<file path="src/rtl/ascon_serial_host_if.sv">
// Host-side bus bundle of the serial Ascon host: parallel operands and
// results on one side, 3-bit share lanes and core handshake on the other.
// Handshake: reqxSI is sampled only while busyxSO is low; one accepted
// request yields exactly one donexSO pulse, and requests seen while busy
// are dropped without being queued.
interface ascon_serial_host_if #(
    parameter int K = 128,
    parameter int L = 40,
    parameter int Y = 40
);
    logic           reqxSI;
    logic [K-1:0]   keyxDI;
    logic [127:0]   noncexDI;
    logic [L-1:0]   associated_dataxDI;
    logic [Y-1:0]   plain_textxDI;
    logic           busyxSO;
    logic           donexSO;
    logic [Y-1:0]   cipher_textxDO;
    logic [127:0]   tagxDO;
    logic [2:0]     keyxSO;
    logic [2:0]     noncexSO;
    logic [2:0]     associated_dataxSO;
    logic [2:0]     plain_textxSO;
    logic [6:0]     r_64xSO;
    logic           r_128xSO;
    logic           r_ptxSO;
    logic           encryption_startxSO;
    logic           cipher_textxSI;
    logic           tagxSI;
    logic           encryption_readyxSI;
    logic [2:0]     dbg_statexSO;

    modport slave (
        input  reqxSI, keyxDI, noncexDI, associated_dataxDI, plain_textxDI,
               cipher_textxSI, tagxSI, encryption_readyxSI,
        output busyxSO, donexSO, cipher_textxDO, tagxDO,
               keyxSO, noncexSO, associated_dataxSO, plain_textxSO,
               r_64xSO, r_128xSO, r_ptxSO, encryption_startxSO, dbg_statexSO
    );

    modport master (
        output reqxSI, keyxDI, noncexDI, associated_dataxDI, plain_textxDI,
               cipher_textxSI, tagxSI, encryption_readyxSI,
        input  busyxSO, donexSO, cipher_textxDO, tagxDO,
               keyxSO, noncexSO, associated_dataxSO, plain_textxSO,
               r_64xSO, r_128xSO, r_ptxSO, encryption_startxSO, dbg_statexSO
    );
endinterface

</file>
<file path="src/rtl/ascon_serial_host.sv">
// Serial Ascon host: latches parallel operands, streams them MSB first over
// the 3-bit share lanes with fresh LFSR randomness, starts the core, waits
// for ready and deserializes ciphertext and tag back into parallel registers.
module ascon_serial_host #(
    parameter int          K            = 128,
    parameter int          L            = 40,
    parameter int          Y            = 40,
    parameter int          MAX          = (K > L) ? ((K > Y) ? K : Y) : ((L > Y) ? L : Y),
    parameter int          START_CYCLES = 3,
    parameter int          READ_GAP     = 2,
    parameter int          MASKED       = 0,
    parameter logic [31:0] SEED         = 32'hACE1_0001
) (
    input logic               clk,
    input logic               rst,
    ascon_serial_host_if.slave bus
);
    // Galois taps for x^32+x^22+x^2+x+1 in a right-shifting register
    localparam logic [31:0] TAPS   = 32'h8020_0003;
    localparam int          CW     = $clog2(MAX + START_CYCLES + READ_GAP + 1);
    localparam logic        MASK_EN = (MASKED != 0);

    typedef enum logic [2:0] {
        S_IDLE  = 3'd0,
        S_LOAD  = 3'd1,
        S_START = 3'd2,
        S_WAIT  = 3'd3,
        S_GAP   = 3'd4,
        S_READ  = 3'd5,
        S_DONE  = 3'd6
    } state_t;

    state_t         state_q, state_d;
    logic [CW-1:0]  cnt_q, cnt_d;
    logic [31:0]    lfsr_q, lfsr_d;
    logic [K-1:0]   key_q, key_d;
    logic [127:0]   nonce_q, nonce_d;
    logic [L-1:0]   ad_q, ad_d;
    logic [Y-1:0]   pt_q, pt_d;
    logic [Y-1:0]   ct_q, ct_d;
    logic [127:0]   tag_q, tag_d;
    logic [16:0]    rnd;
    logic [31:0]    lfsr_adv;

    // State register
    always_ff @(posedge clk or negedge rst) begin
        if (!rst) state_q <= S_IDLE;
        else      state_q <= state_d;
    end

    // Next-state: each phase is timed by the shared counter
    always_comb begin
        state_d = state_q;
        case (state_q)
            S_IDLE:  if (bus.reqxSI) state_d = S_LOAD;
            S_LOAD:  if (cnt_q == CW'(MAX - 1)) state_d = S_START;
            S_START: if (cnt_q == CW'(START_CYCLES - 1)) state_d = S_WAIT;
            S_WAIT:  if (bus.encryption_readyxSI) state_d = (READ_GAP == 0) ? S_READ : S_GAP;
            S_GAP:   if (cnt_q == CW'(READ_GAP - 1)) state_d = S_READ;
            S_READ:  if (cnt_q == CW'(MAX - 1)) state_d = S_DONE;
            S_DONE:  state_d = S_IDLE;
            default: state_d = S_IDLE;
        endcase
    end

    // 17 LFSR steps per cycle; each step's shifted-out bit is one random bit,
    // first step lands in rnd[16] so the vector reads MSB first
    always_comb begin
        lfsr_adv = lfsr_q;
        rnd      = '0;
        for (int k = 0; k < 17; k++) begin
            rnd[16-k] = lfsr_adv[0];
            lfsr_adv  = {1'b0, lfsr_adv[31:1]} ^ (lfsr_adv[0] ? TAPS : 32'h0);
        end
    end

    // Datapath: counter restarts on every phase change, operands shift out
    // MSB first (zero fill covers operands shorter than MAX), readback fills LSB first
    always_comb begin
        cnt_d   = (state_q == S_IDLE || state_d != state_q) ? '0 : cnt_q + CW'(1);
        lfsr_d  = (state_q == S_LOAD) ? lfsr_adv : lfsr_q;
        key_d   = key_q;
        nonce_d = nonce_q;
        ad_d    = ad_q;
        pt_d    = pt_q;
        ct_d    = ct_q;
        tag_d   = tag_q;
        case (state_q)
            S_IDLE: begin
                if (bus.reqxSI) begin
                    key_d   = bus.keyxDI;
                    nonce_d = bus.noncexDI;
                    ad_d    = bus.associated_dataxDI;
                    pt_d    = bus.plain_textxDI;
                end
            end
            S_LOAD: begin
                key_d   = key_q << 1;
                nonce_d = nonce_q << 1;
                ad_d    = ad_q << 1;
                pt_d    = pt_q << 1;
            end
            S_READ: begin
                for (int b = 0; b < Y; b++)
                    if (cnt_q == CW'(b)) ct_d[b] = bus.cipher_textxSI;
                for (int b = 0; b < 128; b++)
                    if (cnt_q == CW'(b)) tag_d[b] = bus.tagxSI;
            end
            default: ;
        endcase
    end

    // Datapath registers
    always_ff @(posedge clk or negedge rst) begin
        if (!rst) begin
            cnt_q   <= '0;
            lfsr_q  <= SEED;
            key_q   <= '0;
            nonce_q <= '0;
            ad_q    <= '0;
            pt_q    <= '0;
            ct_q    <= '0;
            tag_q   <= '0;
        end else begin
            cnt_q   <= cnt_d;
            lfsr_q  <= lfsr_d;
            key_q   <= key_d;
            nonce_q <= nonce_d;
            ad_q    <= ad_d;
            pt_q    <= pt_d;
            ct_q    <= ct_d;
            tag_q   <= tag_d;
        end
    end

    // Outputs decoded from state; lanes and randomness are live only in LOAD
    always_comb begin
        bus.busyxSO             = (state_q != S_IDLE);
        bus.donexSO             = (state_q == S_DONE);
        bus.encryption_startxSO = (state_q == S_START);
        bus.r_128xSO            = 1'b0;
        bus.r_ptxSO             = 1'b0;
        bus.r_64xSO             = '0;
        bus.keyxSO              = '0;
        bus.associated_dataxSO  = '0;
        bus.plain_textxSO       = '0;
        bus.noncexSO            = '0;
        if (state_q == S_LOAD) begin
            bus.r_128xSO           = rnd[16];
            bus.r_ptxSO            = rnd[15];
            bus.r_64xSO            = rnd[14:8];
            bus.keyxSO             = {rnd[7:6], key_q[K-1]   ^ (MASK_EN & (rnd[7] ^ rnd[6]))};
            bus.associated_dataxSO = {rnd[5:4], ad_q[L-1]    ^ (MASK_EN & (rnd[5] ^ rnd[4]))};
            bus.plain_textxSO      = {rnd[3:2], pt_q[Y-1]    ^ (MASK_EN & (rnd[3] ^ rnd[2]))};
            bus.noncexSO           = {rnd[1:0], nonce_q[127] ^ (MASK_EN & (rnd[1] ^ rnd[0]))};
        end
    end

    assign bus.cipher_textxDO = ct_q;
    assign bus.tagxDO         = tag_q;
    assign bus.dbg_statexSO   = state_q;
endmodule

</file>
<file path="src/flat_wrapper.sv">
// flat-port wrapper written by rule: the top's interface ports become plain ports
module ascon_serial_host_flat 
#(
    parameter int          K            = 128,
    parameter int          L            = 40,
    parameter int          Y            = 40,
    parameter int          MAX          = (K > L) ? ((K > Y) ? K : Y) : ((L > Y) ? L : Y),
    parameter int          START_CYCLES = 3,
    parameter int          READ_GAP     = 2,
    parameter int          MASKED       = 0,
    parameter logic [31:0] SEED         = 32'hACE1_0001
)
  (clk, rst, bus_reqxSI, bus_keyxDI, bus_noncexDI, bus_associated_dataxDI, bus_plain_textxDI, bus_cipher_textxSI, bus_tagxSI, bus_encryption_readyxSI, bus_busyxSO, bus_donexSO, bus_cipher_textxDO, bus_tagxDO, bus_keyxSO, bus_noncexSO, bus_associated_dataxSO, bus_plain_textxSO, bus_r_64xSO, bus_r_128xSO, bus_r_ptxSO, bus_encryption_startxSO, bus_dbg_statexSO);
  ascon_serial_host_if #(.K(K), .L(L), .Y(Y)) bus_i ();
  input logic clk;
  input logic rst;
  input wire logic [$bits(bus_i.reqxSI)-1:0] bus_reqxSI;
  input wire logic [$bits(bus_i.keyxDI)-1:0] bus_keyxDI;
  input wire logic [$bits(bus_i.noncexDI)-1:0] bus_noncexDI;
  input wire logic [$bits(bus_i.associated_dataxDI)-1:0] bus_associated_dataxDI;
  input wire logic [$bits(bus_i.plain_textxDI)-1:0] bus_plain_textxDI;
  input wire logic [$bits(bus_i.cipher_textxSI)-1:0] bus_cipher_textxSI;
  input wire logic [$bits(bus_i.tagxSI)-1:0] bus_tagxSI;
  input wire logic [$bits(bus_i.encryption_readyxSI)-1:0] bus_encryption_readyxSI;
  output wire logic [$bits(bus_i.busyxSO)-1:0] bus_busyxSO;
  output wire logic [$bits(bus_i.donexSO)-1:0] bus_donexSO;
  output wire logic [$bits(bus_i.cipher_textxDO)-1:0] bus_cipher_textxDO;
  output wire logic [$bits(bus_i.tagxDO)-1:0] bus_tagxDO;
  output wire logic [$bits(bus_i.keyxSO)-1:0] bus_keyxSO;
  output wire logic [$bits(bus_i.noncexSO)-1:0] bus_noncexSO;
  output wire logic [$bits(bus_i.associated_dataxSO)-1:0] bus_associated_dataxSO;
  output wire logic [$bits(bus_i.plain_textxSO)-1:0] bus_plain_textxSO;
  output wire logic [$bits(bus_i.r_64xSO)-1:0] bus_r_64xSO;
  output wire logic [$bits(bus_i.r_128xSO)-1:0] bus_r_128xSO;
  output wire logic [$bits(bus_i.r_ptxSO)-1:0] bus_r_ptxSO;
  output wire logic [$bits(bus_i.encryption_startxSO)-1:0] bus_encryption_startxSO;
  output wire logic [$bits(bus_i.dbg_statexSO)-1:0] bus_dbg_statexSO;
  assign bus_i.reqxSI = bus_reqxSI;
  assign bus_i.keyxDI = bus_keyxDI;
  assign bus_i.noncexDI = bus_noncexDI;
  assign bus_i.associated_dataxDI = bus_associated_dataxDI;
  assign bus_i.plain_textxDI = bus_plain_textxDI;
  assign bus_i.cipher_textxSI = bus_cipher_textxSI;
  assign bus_i.tagxSI = bus_tagxSI;
  assign bus_i.encryption_readyxSI = bus_encryption_readyxSI;
  assign bus_busyxSO = bus_i.busyxSO;
  assign bus_donexSO = bus_i.donexSO;
  assign bus_cipher_textxDO = bus_i.cipher_textxDO;
  assign bus_tagxDO = bus_i.tagxDO;
  assign bus_keyxSO = bus_i.keyxSO;
  assign bus_noncexSO = bus_i.noncexSO;
  assign bus_associated_dataxSO = bus_i.associated_dataxSO;
  assign bus_plain_textxSO = bus_i.plain_textxSO;
  assign bus_r_64xSO = bus_i.r_64xSO;
  assign bus_r_128xSO = bus_i.r_128xSO;
  assign bus_r_ptxSO = bus_i.r_ptxSO;
  assign bus_encryption_startxSO = bus_i.encryption_startxSO;
  assign bus_dbg_statexSO = bus_i.dbg_statexSO;
  ascon_serial_host #(.K(K), .L(L), .Y(Y), .MAX(MAX), .START_CYCLES(START_CYCLES), .READ_GAP(READ_GAP), .MASKED(MASKED), .SEED(SEED)) u_core (.clk(clk), .rst(rst), .bus(bus_i));
endmodule
</file>
<file path="config.mk">
export PLATFORM = sky130hd
export DESIGN_NAME = ascon_serial_host_flat
export DESIGN_NICKNAME = d
export VERILOG_FILES = /design/src/rtl/ascon_serial_host_if.sv /design/src/rtl/ascon_serial_host.sv /design/src/flat_wrapper.sv
export SDC_FILE = /design/constraint.sdc
export NUM_CORES = 1
export LEC_CHECK = 0
export ABC_CLOCK_PERIOD_IN_PS = 7950
export BUFFER_PORTS_ARGS = -buffer_cell sky130_fd_sc_hd__buf_2
export CORE_MARGIN = 2
export CORE_UTILIZATION = 55
export DETAILED_ROUTE_END_ITERATION = 10
export HOLD_SLACK_MARGIN = 0.03
export PLACE_DENSITY = 0.79
export SLEW_MARGIN = 20
export SYNTH_ARGS = -nofsm -noshare
export SYNTH_HDL_FRONTEND = slang
export SYNTH_SLANG_ARGS = --single-unit
</file>
<file path="constraint.sdc">
create_clock -name clk -period 7.95 [get_ports clk]
set_input_delay 1.59 -clock clk [delete_from_list [all_inputs] [get_ports clk]]
set_output_delay 1.59 -clock clk [all_outputs]
set_load 0.01 [all_outputs]
</file>
==> flow_results.org <==
** Pwr
- The worst-case IR drop observed on VDD is 183.7 uV.
- The share of total power dissipated in sequential elements is 48.5%.
- Switching power share of the total :: 28.22%
- Of the total power, the clock network draws 33.4%.
- Power density over the cells :: 304.3 nW/um2
- The internal power of the cells totals 6.104 mW.
- Fraction of power consumed by combinational cells :: 18.1%
- LEAKAGE :: 13.41 nW
- Summed over all nets, the switching power comes to 2.399 mW.

** GRT
- The initial antenna violation count is 43.
- Global router's overall resource usage :: 29.45%
- For met1 alone, demand over resource in global routing was 36.82%.
- Global routing usage on met2 :: 47.50%
- Entering global routing, the biggest net connects 229 pins.
- Global routing's busiest layer :: met2
- The first global-routing pass estimated 101900 um of wire.
- Fraction of met3 tracks used by global routing :: 7.592%
- Via count of the first global-routing pass :: 19030
- The total overflow left after global routing is 0.

** Synthesis
- Number of instances in the synthesized netlist :: 2249
- Post-Synthesis Net Count :: 2595
- In this run the cell area of the synthesized design comes to 22910 um2.
- Yosys warns :: 0
- Register bit count reported by yosys :: 547
- Mean instance size in the synthesized netlist :: 10.19 um2
- Post-synth ARST share :: 100.0%
- Largest cells by area after synthesis :: sky130_fd_sc_hd__dfrtp_1 59%, sky130_fd_sc_hd__nor2_1 13%, sky130_fd_sc_hd__o22ai_1 9.1%
- In this run the biggest area consumer among cell types represents 58.76% of the synthesized area.
- Number of enable flip-flop cells after synthesis :: 0
- For this run, the register share of the synthesized area comes to 59.79%.
- sky130_fd_sc_hd__nor2_1 is the most common cell in the netlist.
- Most used DFF post-synth :: sky130_fd_sc_hd__dfrtp_1
- The netlist uses 42 different library cells.
- Post-synthesis cell type with the largest combined area :: sky130_fd_sc_hd__dfrtp_1
- In the synthesized netlist, the cells that appear most often are 779 x sky130_fd_sc_hd__nor2_1, 538 x sky130_fd_sc_hd__dfrtp_1, 332 x sky130_fd_sc_hd__o22ai_1.

** Timing
- The number of endpoints with negative hold slack in the final report came to 0.
- Setup repair after global routing left no endpoint under its margin.
- Layout Skew :: 0.01879 ns
- Rel. slew slack :: 13.53%
- After layout, the worst path uses 59.97% of the clock period.
- Worst setup slack after layout :: 3.182 ns
- At the pin with the least slew margin, the transition time is 1.297 ns.
- Aggregate negative setup slack :: 0 ns
- Timing would allow up to 209.7 MHz.
- Finish-stage setup viols :: 0
- Subtracting the final worst setup slack from the clock period gives 4.768 ns.
- Max-slew violations :: 0

** Clock tree
- Root Buffer :: sky130_fd_sc_hd__clkbuf_16
- Counting every sink on the clock net gives 547.
- The clock reaches the later pin of the worst-skew pair after 0.60 ns.
- The clock passes through at most 3 buffers.
- Register clock-pin slew on the reported worst setup and hold paths :: 0.06 ns
- The number of hold buffers added after CTS was 0.
- Gates resized, CTS repair :: 0
- Number of setup buffers added after CTS :: 0
- Number of buffers created by CTS :: 55
- CTS tree :: yes
- CTS HTree Levels :: 2

** Layout
- Signed area change from the synthesized netlist to the final layout :: 21.99%
- Fraction of final layout cells with drive strength greater than 1 :: 30.26%
- Final instance count without filler cells :: 3310
- For this run, the post-layout net count is 3043.

** Placement
- Once placement completed, the tool counted placed cells totaling 3172.
- At the end of routability-driven placement, the weighted congestion stood at 0.8837.
- Post-place setup slack :: 3.319 ns
- HPWL reported at the end of detailed placement :: 43070 um
- Port Buffers :: 536

** Routing
- For this run, design rule violations remaining after detail routing come to 0.
- The routed layout has 18750 vias.
- The count of nets left with antenna violations once routing finished came out at 0.
- Dividing the detail-routed via count by the number of cells gives 5.663.
- The detailed router finished its first iteration with 1957 violations.
- The routed design has 64980 um of wire.
- Pre-antenna DRT Iters :: 5
- After detailed routing, the average wire length per cell comes to 19.63 um.

** Floorplanning
- The die is 208.1 um tall.
- From left edge to right edge, the die measures 208.1 um.
- Placement row count :: 74
- Core area :: 41020 um2
- The initial utilization of the core area, before any placement, comes to 55.86%.
- Die area :: 43300 um2
- Pin placement for this block handled 537 I/O pins.

** Hold path
- Hold depth :: 2
- In this run the most critical hold path is launched from u_core.lfsr_q[19].
- Destination of the worst hold path :: u_core.lfsr_q[2]
- Min-Delay Path Class :: register to register

** Critical path
- Setup slack on the worst reg-to-reg path comes out at 4.10 ns.
- The worst register-to-register path ends at u_core.pt_q[23].
- Type of element capturing the critical path :: output port
- The number of cells on the worst reg-to-reg path is 6.
- The critical path is of the register to output port type.
- Along the worst path, the maximum fanout reaches 6.
- Type of origin of the critical path :: register
- Data arrives at the worst endpoint at 3.18 ns.
- FF-to-FF Start :: u_core.bus.dbg_statexSO[0]
- At the worst endpoint, the required time is 6.36 ns.

** Run status
- The run finished with clean final reports.

** Job
- Number of maximum-capacitance constraint violations :: 0
[flip-flops by register name, summed over array words and instances (netlist names)]
| name | count |
|---|---|
| u_core.bus.dbg_statexSO | 3 |
| u_core.bus.cipher_textxDO | 40 |
| u_core.ad_q | 40 |
| u_core.cnt_q | 8 |
| u_core.bus.tagxDO | 128 |
| u_core.lfsr_q | 32 |
| u_core.pt_q | 40 |
| u_core.key_q | 128 |
| u_core.nonce_q | 128 |
[worst max-delay path by stage]
stage,start,to,slack [ns],depth (start not counted)
2_1_floorplan,u_core.lfsr_q[0],bus_noncexSO[2],4.22,6
3_3_place_gp,bus_reqxSI,u_core.nonce_q[38],3.44,6
3_5_place_dp,bus_reqxSI,u_core.nonce_q[36],3.32,6
4_1_cts,u_core.lfsr_q[0],bus_plain_textxSO[1],3.15,6
5_1_grt,u_core.lfsr_q[0],bus_plain_textxSO[1],3.10,6
6_report,u_core.lfsr_q[0],bus_plain_textxSO[1],3.18,6
[per-stage QoR]
stage                     area, um2  total power [mW]  utilization [%]  hold WS (ns)
after global placement        25830             5.526            62.99        0.4456
after global routing          27940             8.935            68.12        0.5027
after floorplan               22910             5.132                -        0.4386
after CTS                     27840             8.523            67.88        0.4867
final                         27950             8.503            68.14        0.4688
after detailed placement      25830             5.660            62.99        0.4698
[cell usage in the layout, fill, tap and decap left out, types with 9 or more instances in the layout]
master | netlist | final
sky130_fd_sc_hd__and2_1 | 13 | 13
sky130_fd_sc_hd__buf_2 | 0 | 535
sky130_fd_sc_hd__bufinv_16 | 0 | 10
sky130_fd_sc_hd__clkbuf_16 | 0 | 57
sky130_fd_sc_hd__clkbuf_8 | 0 | 12
sky130_fd_sc_hd__dfrtp_1 | 538 | 538
sky130_fd_sc_hd__dfstp_2 | 9 | 9
sky130_fd_sc_hd__diode_2 | 0 | 38
sky130_fd_sc_hd__mux2_2 | 169 | 169
sky130_fd_sc_hd__nand2_1 | 92 | 90
sky130_fd_sc_hd__nand3_1 | 21 | 21
sky130_fd_sc_hd__nor2_1 | 779 | 779
sky130_fd_sc_hd__o21ai_0 | 22 | 22
sky130_fd_sc_hd__o22ai_1 | 332 | 332
sky130_fd_sc_hd__xnor2_1 | 32 | 32
sky130_fd_sc_hd__xor2_1 | 19 | 19
[power by group through the flow]
| stage | Sequential [mW] | Combinational [mW] | Clock (mW) |
|---|---|---|---|
| after CTS | 4.11 | 1.54 | 2.88 |
| after detailed placement | 4.14 | 1.52 | 0 |
| after global routing | 4.21 | 1.73 | 2.99 |
| final | 4.12 | 1.54 | 2.84 |
| after global placement | 4.09 | 1.43 | 0 |
| after floorplan | 4.00 | 1.13 | 0 |
[cell type report]
| cell class | instances | area (um2) |
|---|---|---|
| Sequential cell | 547 | 13700 |
| Fill cell | 3085 | 13070 |
| Multi-Input combinational cell | 1541 | 8631 |
| Timing Repair Buffer | 548 | 2836 |
| Clock buffer | 76 | 1618 |
| Tap cell | 532 | 665.6 |
| Clock inverter | 24 | 387.9 |
| Antenna cell | 38 | 95.09 |
| Inverter | 4 | 15.01 |
[per-layer routing]
layer  wire length, um  share of wire (%)  vias up
li1                  -                  -     8604
met1             25410                 39     9215
met2             31760                 49      729
met3              4858                7.5      186
met4              2880                4.4       12
met5                81               0.12        -
[critical path: stages (launching register included)]
cell and delay [ns]:
sky130_fd_sc_hd__dfstp_2 0.61, sky130_fd_sc_hd__xnor3_2 0.57, sky130_fd_sc_hd__xnor2_4 0.35, sky130_fd_sc_hd__xnor3_2 0.49, sky130_fd_sc_hd__xnor2_1 0.30, sky130_fd_sc_hd__nor2_1 0.08
sky130_fd_sc_hd__buf_2 0.18
[logic make-up after synthesis]
kind of cell    synth area share, %
compound gates                9.956
xor+xnor                      2.960
fa+ha+maj                    0.2185
buf+inv                       2.670
flops                         59.79
mux                           8.307
simple gates                  16.09
Note: power is estimated with default switching activity, not from simulation.
